===== src/rtl/alu_pkg.sv =====
// Shared definitions for the ALU arbiter: operation codes, FSM states and flag layout.
package alu_pkg;

    localparam logic [2:0] ALU_PASS_B   = 3'b000;
    localparam logic [2:0] ALU_ADD      = 3'b010;
    localparam logic [2:0] ALU_SUBTRACT = 3'b011;
    localparam logic [2:0] ALU_AND      = 3'b100;
    localparam logic [2:0] ALU_OR       = 3'b101;
    localparam logic [2:0] ALU_XOR      = 3'b110;

    typedef enum logic [1:0] {
        IDLE = 2'd0,
        EXEC = 2'd1,
        RESP = 2'd2
    } state_t;

    typedef struct packed {
        logic n;
        logic z;
        logic v;
        logic c;
    } flags_t;

    // Codes 001 and 111 have no ALU meaning and are answered with an error.
    function automatic logic cntrl_legal(input logic [2:0] cntrl);
        return !((cntrl == 3'b001) || (cntrl == 3'b111));
    endfunction

endpackage


===== src/rtl/alu_rr_pick2.sv =====
// Two-way grant picker: a lone requester always wins, a tie goes to the pointer.
module alu_rr_pick2 (
    input  logic [1:0] valid,
    input  logic       ptr,
    output logic       any,
    output logic       id
);

    always_comb begin
        any = |valid;
        if (&valid) begin
            id = ptr;
        end else begin
            id = valid[1];
        end
    end

endmodule


===== src/rtl/alu_arbiter.sv =====
// Shares one external combinational ALU between two requesters, one operation at a time.
// Define ALU_ARB_FIXED_PRIO_EN to make req0 win every tie instead of round-robin.
//
// state | meaning
// IDLE  | waiting for a request; grants one and latches its operands
// EXEC  | latched operands drive the ALU; result, error and flags are captured
// RESP  | response presented until rsp_ready
module alu_arbiter
    import alu_pkg::*;
(
    input  logic        clk,
    input  logic        reset_n,
    input  logic        req0_valid,
    output logic        req0_ready,
    input  logic [63:0] req0_a,
    input  logic [63:0] req0_b,
    input  logic [2:0]  req0_cntrl,
    input  logic        req0_setflags,
    input  logic        req1_valid,
    output logic        req1_ready,
    input  logic [63:0] req1_a,
    input  logic [63:0] req1_b,
    input  logic [2:0]  req1_cntrl,
    input  logic        req1_setflags,
    output logic [63:0] alu_A,
    output logic [63:0] alu_B,
    output logic [2:0]  alu_cntrl,
    input  logic [63:0] alu_result,
    input  logic        alu_negative,
    input  logic        alu_zero,
    input  logic        alu_overflow,
    input  logic        alu_carry_out,
    output logic        rsp_valid,
    input  logic        rsp_ready,
    output logic        rsp_id,
    output logic [63:0] rsp_result,
    output logic        rsp_error,
    output logic [3:0]  flags
);

    state_t      state, state_nxt;
    logic        pick_any, pick_id, ptr, grant;
    logic [63:0] op_a, op_b;
    logic [2:0]  op_cntrl;
    logic        op_setflags, op_id;
    flags_t      flags_q;

    alu_rr_pick2 u_pick (
        .valid ({req1_valid, req0_valid}),
        .ptr   (ptr),
        .any   (pick_any),
        .id    (pick_id)
    );

`ifdef ALU_ARB_FIXED_PRIO_EN
    assign ptr = 1'b0;
`else
    always_ff @(posedge clk or negedge reset_n) begin
        if (!reset_n) begin
            ptr <= 1'b0;
        end else if (grant) begin
            ptr <= ~pick_id;
        end
    end
`endif

    always_ff @(posedge clk or negedge reset_n) begin
        if (!reset_n) begin
            state <= IDLE;
        end else begin
            state <= state_nxt;
        end
    end

    // Ready is gated by reset_n so it is low the moment reset asserts.
    always_comb begin
        state_nxt  = state;
        grant      = 1'b0;
        req0_ready = 1'b0;
        req1_ready = 1'b0;
        case (state)
            IDLE: begin
                if (pick_any && reset_n) begin
                    grant      = 1'b1;
                    req0_ready = ~pick_id;
                    req1_ready = pick_id;
                    state_nxt  = EXEC;
                end
            end
            EXEC:    state_nxt = RESP;
            RESP:    if (rsp_ready) state_nxt = IDLE;
            default: state_nxt = IDLE;
        endcase
    end

    always_ff @(posedge clk or negedge reset_n) begin
        if (!reset_n) begin
            op_a        <= '0;
            op_b        <= '0;
            op_cntrl    <= '0;
            op_setflags <= 1'b0;
            op_id       <= 1'b0;
        end else if (grant) begin
            op_a        <= pick_id ? req1_a : req0_a;
            op_b        <= pick_id ? req1_b : req0_b;
            op_cntrl    <= pick_id ? req1_cntrl : req0_cntrl;
            op_setflags <= pick_id ? req1_setflags : req0_setflags;
            op_id       <= pick_id;
        end
    end

    always_ff @(posedge clk or negedge reset_n) begin
        if (!reset_n) begin
            rsp_result <= '0;
            rsp_id     <= 1'b0;
            rsp_error  <= 1'b0;
            flags_q    <= '0;
        end else if (state == EXEC) begin
            rsp_id <= op_id;
            if (cntrl_legal(op_cntrl)) begin
                rsp_result <= alu_result;
                rsp_error  <= 1'b0;
                if (op_setflags) begin
                    case (op_cntrl)
                        ALU_ADD, ALU_SUBTRACT:
                            flags_q <= {alu_negative, alu_zero, alu_overflow, alu_carry_out};
                        ALU_AND, ALU_OR, ALU_XOR:
                            flags_q <= {alu_negative, alu_zero, 1'b0, 1'b0};
                        default: ;
                    endcase
                end
            end else begin
                rsp_result <= '0;
                rsp_error  <= 1'b1;
            end
        end
    end

    assign rsp_valid = (state == RESP);
    assign alu_A     = op_a;
    assign alu_B     = op_b;
    assign alu_cntrl = op_cntrl;
    assign flags     = flags_q;

endmodule


===== config.mk =====
export PLATFORM = sky130hd
export DESIGN_NAME = alu_arbiter
export DESIGN_NICKNAME = d
export VERILOG_FILES = /design/src/rtl/alu_pkg.sv /design/src/rtl/alu_rr_pick2.sv /design/src/rtl/alu_arbiter.sv
export SDC_FILE = /design/constraint.sdc
export NUM_CORES = 1
export LEC_CHECK = 0
export BUFFER_PORTS_ARGS = -buffer_cell sky130_fd_sc_hd__buf_4
export CORE_AREA = 2 2 212 214
export DETAILED_ROUTE_END_ITERATION = 8
export DIE_AREA = 0 0 214 216
export PLACE_DENSITY = 0.45
export SLEW_MARGIN = 20
export SYNTH_ARGS = -nofsm -noshare
export SYNTH_HDL_FRONTEND = slang
export SYNTH_SLANG_ARGS = --single-unit
export TNS_END_PERCENT = 20

===== constraint.sdc =====
create_clock -name clk -period 1.99 [get_ports clk]
set_input_delay 0.0995 -clock clk [delete_from_list [all_inputs] [get_ports clk]]
set_output_delay 0.0995 -clock clk [all_outputs]
set_load 0.02 [all_outputs]

* After elaboration in Yosys (flattened, before gate mapping)
Cells that the tools add are included.
Word-level totals: flip-flop bits (word level) 206
Cells by class: equal/unequal tests 11, mux-type cells 17, bitwise gates (word level) 2, reductions and logical operators 10
Operators by type and width (count):
- 2-to-1 mux 64 bit | 3
- == test 3 bit, second input constant | 4
- 2-to-1 mux 1 bit | 9
- one-hot mux 4 bit (2 select lines) | 1
- == test 3 x 2 -> 1 bit, second input constant | 2
- one-hot mux 2 bit (3 select lines) | 1
- 2-to-1 mux 2 bit | 2
- AND reduction 2 bit | 2
- AND reduction 4 bit | 1
- OR reduction 2 bit | 2
- == test 3 x 1 -> 1 bit, second input constant | 1
- 2-to-1 mux 3 bit | 1
- OR reduction 3 bit | 1
- == test 2 x 1 -> 1 bit, second input constant | 1
- == test 2 bit, second input constant | 1
- logical NOT 2 bit | 1
- != test 2 x 1 -> 1 bit, second input constant | 1
- != test 2 bit, second input constant | 1
- inverter 1 bit | 2
- nonzero test 2 bit | 1
- logical AND 1 bit | 1
- logical OR 1 bit | 1

* Longest topological paths before layout
word-level depth 5, mapped depth 7, gate-level depth less buffers 3

* Modules after synthesis
From an unflattened synthesis, not the netlist that was laid out.
Second synthesis, totals: cell total of the unflattened synthesis 752, area total of the unflattened synthesis 8740.9 sq um
By module, submodules not included:
- alu_arbiter | instances 1, cells an instance 749, area an instance 8723.4 sq um, seq. area each 5154.9 sq um
- alu_rr_pick2 | instances 1, cells an instance 3, area an instance 17.5 sq um, seq. area each 0.0 sq um

* Worst setup path before layout
OpenSTA, ideal clock, no wires.
path kind flip-flop to flip-flop, start register state[1], end register op_a[18] (netlist: alu_A[18]), data arrival time 1.504 ns, data required time 1.923 ns, path slack 0.418 ns, cell stages (with the launch flop) 6, buffers on the path 2, cells stage by stage dfrtp_1 -> nor3b_2 -> and3_1 -> buf_6 -> clkbuf_1 -> a221o_1
Between the ends: longest elaborated chain between the ends 2
RTL lines:
- start, declared | line alu_arbiter.sv:41 | state_t state, state_nxt;
- start signal, assigned | line alu_arbiter.sv:71 | state <= state_nxt;
- logical NOT 2 bit | line alu_arbiter.sv:81 | case (state)
- 2-to-1 mux 1 bit | line alu_arbiter.sv:81
- end signal, assigned | line alu_arbiter.sv:104 | op_a <= pick_id ? req1_a : req0_a;
- end, declared | line alu_arbiter.sv:43 | logic [63:0] op_a, op_b;
No other way between the ends. A chain may end at the register's enable or synchronous reset.

* Worst setup path in the final report
start register state[1], end output req1_ready
Between the ends: longest elaborated chain between the ends 2
RTL lines:
- logical NOT 2 bit | line alu_arbiter.sv:81
- 2-to-1 mux 1 bit | line alu_arbiter.sv:81
- end, declared | line alu_arbiter.sv:20 | output logic req1_ready,
No other way between the ends.

==> qor.txt <==
largest net degree at the start of global routing -> 126
Synth area leaders -> dfrtp_1 59%, a221o_1 15%, a21boi_0 11%
Antenna Diode Count -> 0
layout cells sized above 1 -> 40.8%
row count -> 77
period utilization -> 96.6%
GRT Total Usage -> 17.5%
Clock Latency Late Sink -> 540 ps
syn nets -> 991
Max FO, Critical Path -> 4
skew final -> 11.0 ps
Slew Limit Fails -> 0
DR vias -> 9691
worst hold path type -> input pin to asynchronous set/reset pin
final hold vios -> 0
Clock Sinks -> 206
Worst Tran Pin Value -> 811 ps
total negative slack -> 0 ps
register area -> 0.00515 mm²
#FFs+latches synth -> 206
minimum clock period -> 1920 ps
TritonCTS Buffers -> 26
initial antenna violation count -> 2
Clock Path Buffers -> 3
R2R Setup Slk -> 80 ps
Die ar. -> 0.0462 mm²
Mean Syn Cell Area -> 13.3 µm²
max cap viols -> 0
final setup vio count -> 0
Power Density -> 1290 mW/mm²
Fmax -> 0.520 GHz
Die Ht -> 216 µm
vias in the first global route -> 10600
path type of the worst setup path -> flip-flop to output pin
total wire length after detailed routing -> 42200 µm
1st-pass router iterations -> 4
Synth Cell Area -> 0.00869 mm²
CP required -> 1890 ps
vias per cell -> 4.57
outcome -> complete, no violations
io pins -> 541
WL per Instance -> 19.9 µm
critical path endpoint category -> output pin
post-synth cell types -> 29
first-pass GRT wire length -> 64000 µm
antenna viol nets, final -> 0
Clk pin slew, worst setup/hold paths -> 60 ps
Slew Limit Headroom -> 45.9%
Port Buffers -> 540
GP Congestion -> 0.803
CTS tree -> built
hpwl dp -> 26200 µm
# fillers -> 4104
Area growth syn-to-layout -> 105%
Mapped Cells -> 654
P_leak -> 8.39 nW
Synth Warn # -> 0
initial core utilization -> 19.8%
CP Data Arrival Time -> 1820 ps
width of the die -> 214 µm
share of the synthesized area in the top cell type -> 59.3%
detailed-route DRC error count -> 0
commonest cells after routing, fill and taps aside -> 555 x buf_4, 334 x dlygate4sd3_1, 206 x dfrtp_1
leading cell type in the layout, fill and taps excluded -> buf_4
post-synthesis sequential area ratio -> 59.3%
Synth area leader -> dfrtp_1
DR iter-0 viols -> 561
H-tree levels -> 1
layout net count -> 1849
core footprint -> 0.0438 mm²
GRT overflow -> 0
Startpoint Class -> flip-flop
Max VDD drop -> 0.000619 V
Pwr Total -> 23.1 mW
RSZ-0062 raised after global routing -> true
multi-input logic area -> 0.00314 mm²
Root Buffer Master -> clkbuf_16
[state kept, by name, summed over array words and instances, names as in the netlist]
register	flops
flags	4
alu_B	64
op_id	1
rsp_error	1
alu_cntrl	3
rsp_id	1
state	2
rsp_result	64
alu_A	64
ptr	1
op_setflags	1
[stage by stage]
| stage | area [µm²] | hold slack [ps] | setup slack [ps] | std cells | utilization, % |
|---|---|---|---|---|---|
| floorplan | 8690 | -196 | 418 | 654 | - |
| global placement | 13400 | 196 | 237 | 1730 | 30.6 |
| detailed placement | 13400 | 191 | 237 | 1730 | 30.6 |
| CTS | 17800 | 279 | 15.7 | 2121 | 40.7 |
| global route | 17900 | 301 | -24.1 | 2122 | 40.7 |
| finish | 17900 | 317 | 68.4 | 2122 | 40.7 |
[path summary, 6_finish.rpt]
check,from,endpoint,depth (start not counted)
worst min-delay path,reset_n,op_id$_DFFE_PN0P_,3
max in group asynchronous,reset_n,alu_B[23]$_DFFE_PN0P_,4
min in group clk,alu_result[10],rsp_result[10]$_DFFE_PN0N_,3
worst max-delay path,state[1]$_DFFE_PN0P_,req1_ready,5
worst max register to register,state[1]$_DFFE_PN0P_,alu_A[22]$_DFFE_PN0P_,6
worst min register to register,rsp_error$_DFFE_PN0N_,rsp_error$_DFFE_PN0N_,2
[metal layers]
| layer | share of wire [%] | global-route usage (%) |
|---|---|---|
| met4 | 3.5 | 6.41 |
| met3 | 6.3 | 4.00 |
| met5 | 0.038 | 0 |
| met2 | 50 | 30.4 |
| met1 | 40 | 21.2 |
[final cells by class]
type | count | area share [%]
Timing Repair Buffer | 907 | 44.3
Sequential cell | 206 | 28.9
Multi-Input combinational cell | 366 | 17.6
Clock buffer | 39 | 4.48
Tap cell | 592 | 4.15
Clock inverter | 7 | 0.511
Inverter | 5 | 0.105
[power breakdown]
part,internal (mW),switching (mW)
logic,5.38,5.49
clock network,3.02,1.96
registers,6.09,1.17
total,14.5,8.62
[critical path, cell delays in order (launching register included)]
cell	delay, ps
dfrtp_1	410
nor3b_4	300
buf_6	150
and3_4	200
buf_16	120
buf_8	100
[cell usage after synthesis, drive strengths merged]
library cell and n:
o21ai 2, and3b 1, nand2 4, or2 1
nor2b 2, o22ai 2, and3 2, a221o 132
a21boi 132, clkbuf 36, buf 41, inv 5
dfrtp 206, o221a 2, and2 2, nand3 1
a31oi 4, nand2b 3, nor2 4, a21oi 3
nand4 2, xnor2 1, a22o 64, mux2 1
nor3b 1
[cells by family after synthesis]
kind of cell,after synthesis,synth area share [%]
xor gates and xnor gates,1,0.101
muxes,1,0.130
AOI/OAI and AO/OA,341,34.1
and+or+nand+nor,23,1.51
DFF,206,59.3
buffers and inverters,82,4.88
[what timing repair did]
| item | CTS | global route |
|---|---|---|
| hold buffers | 334 | 0 |
| pin swaps | 3 | 1 |
| buffers inserted | 7 | 1 |
| resized for setup | 5 | 2 |
| setup endpoints to repair | 2 | 2 |
| endpoints found under the hold margin | 234 | 0 |
| gates cloned | 4 | 0 |
Note: power is estimated with default switching activity, not from simulation.
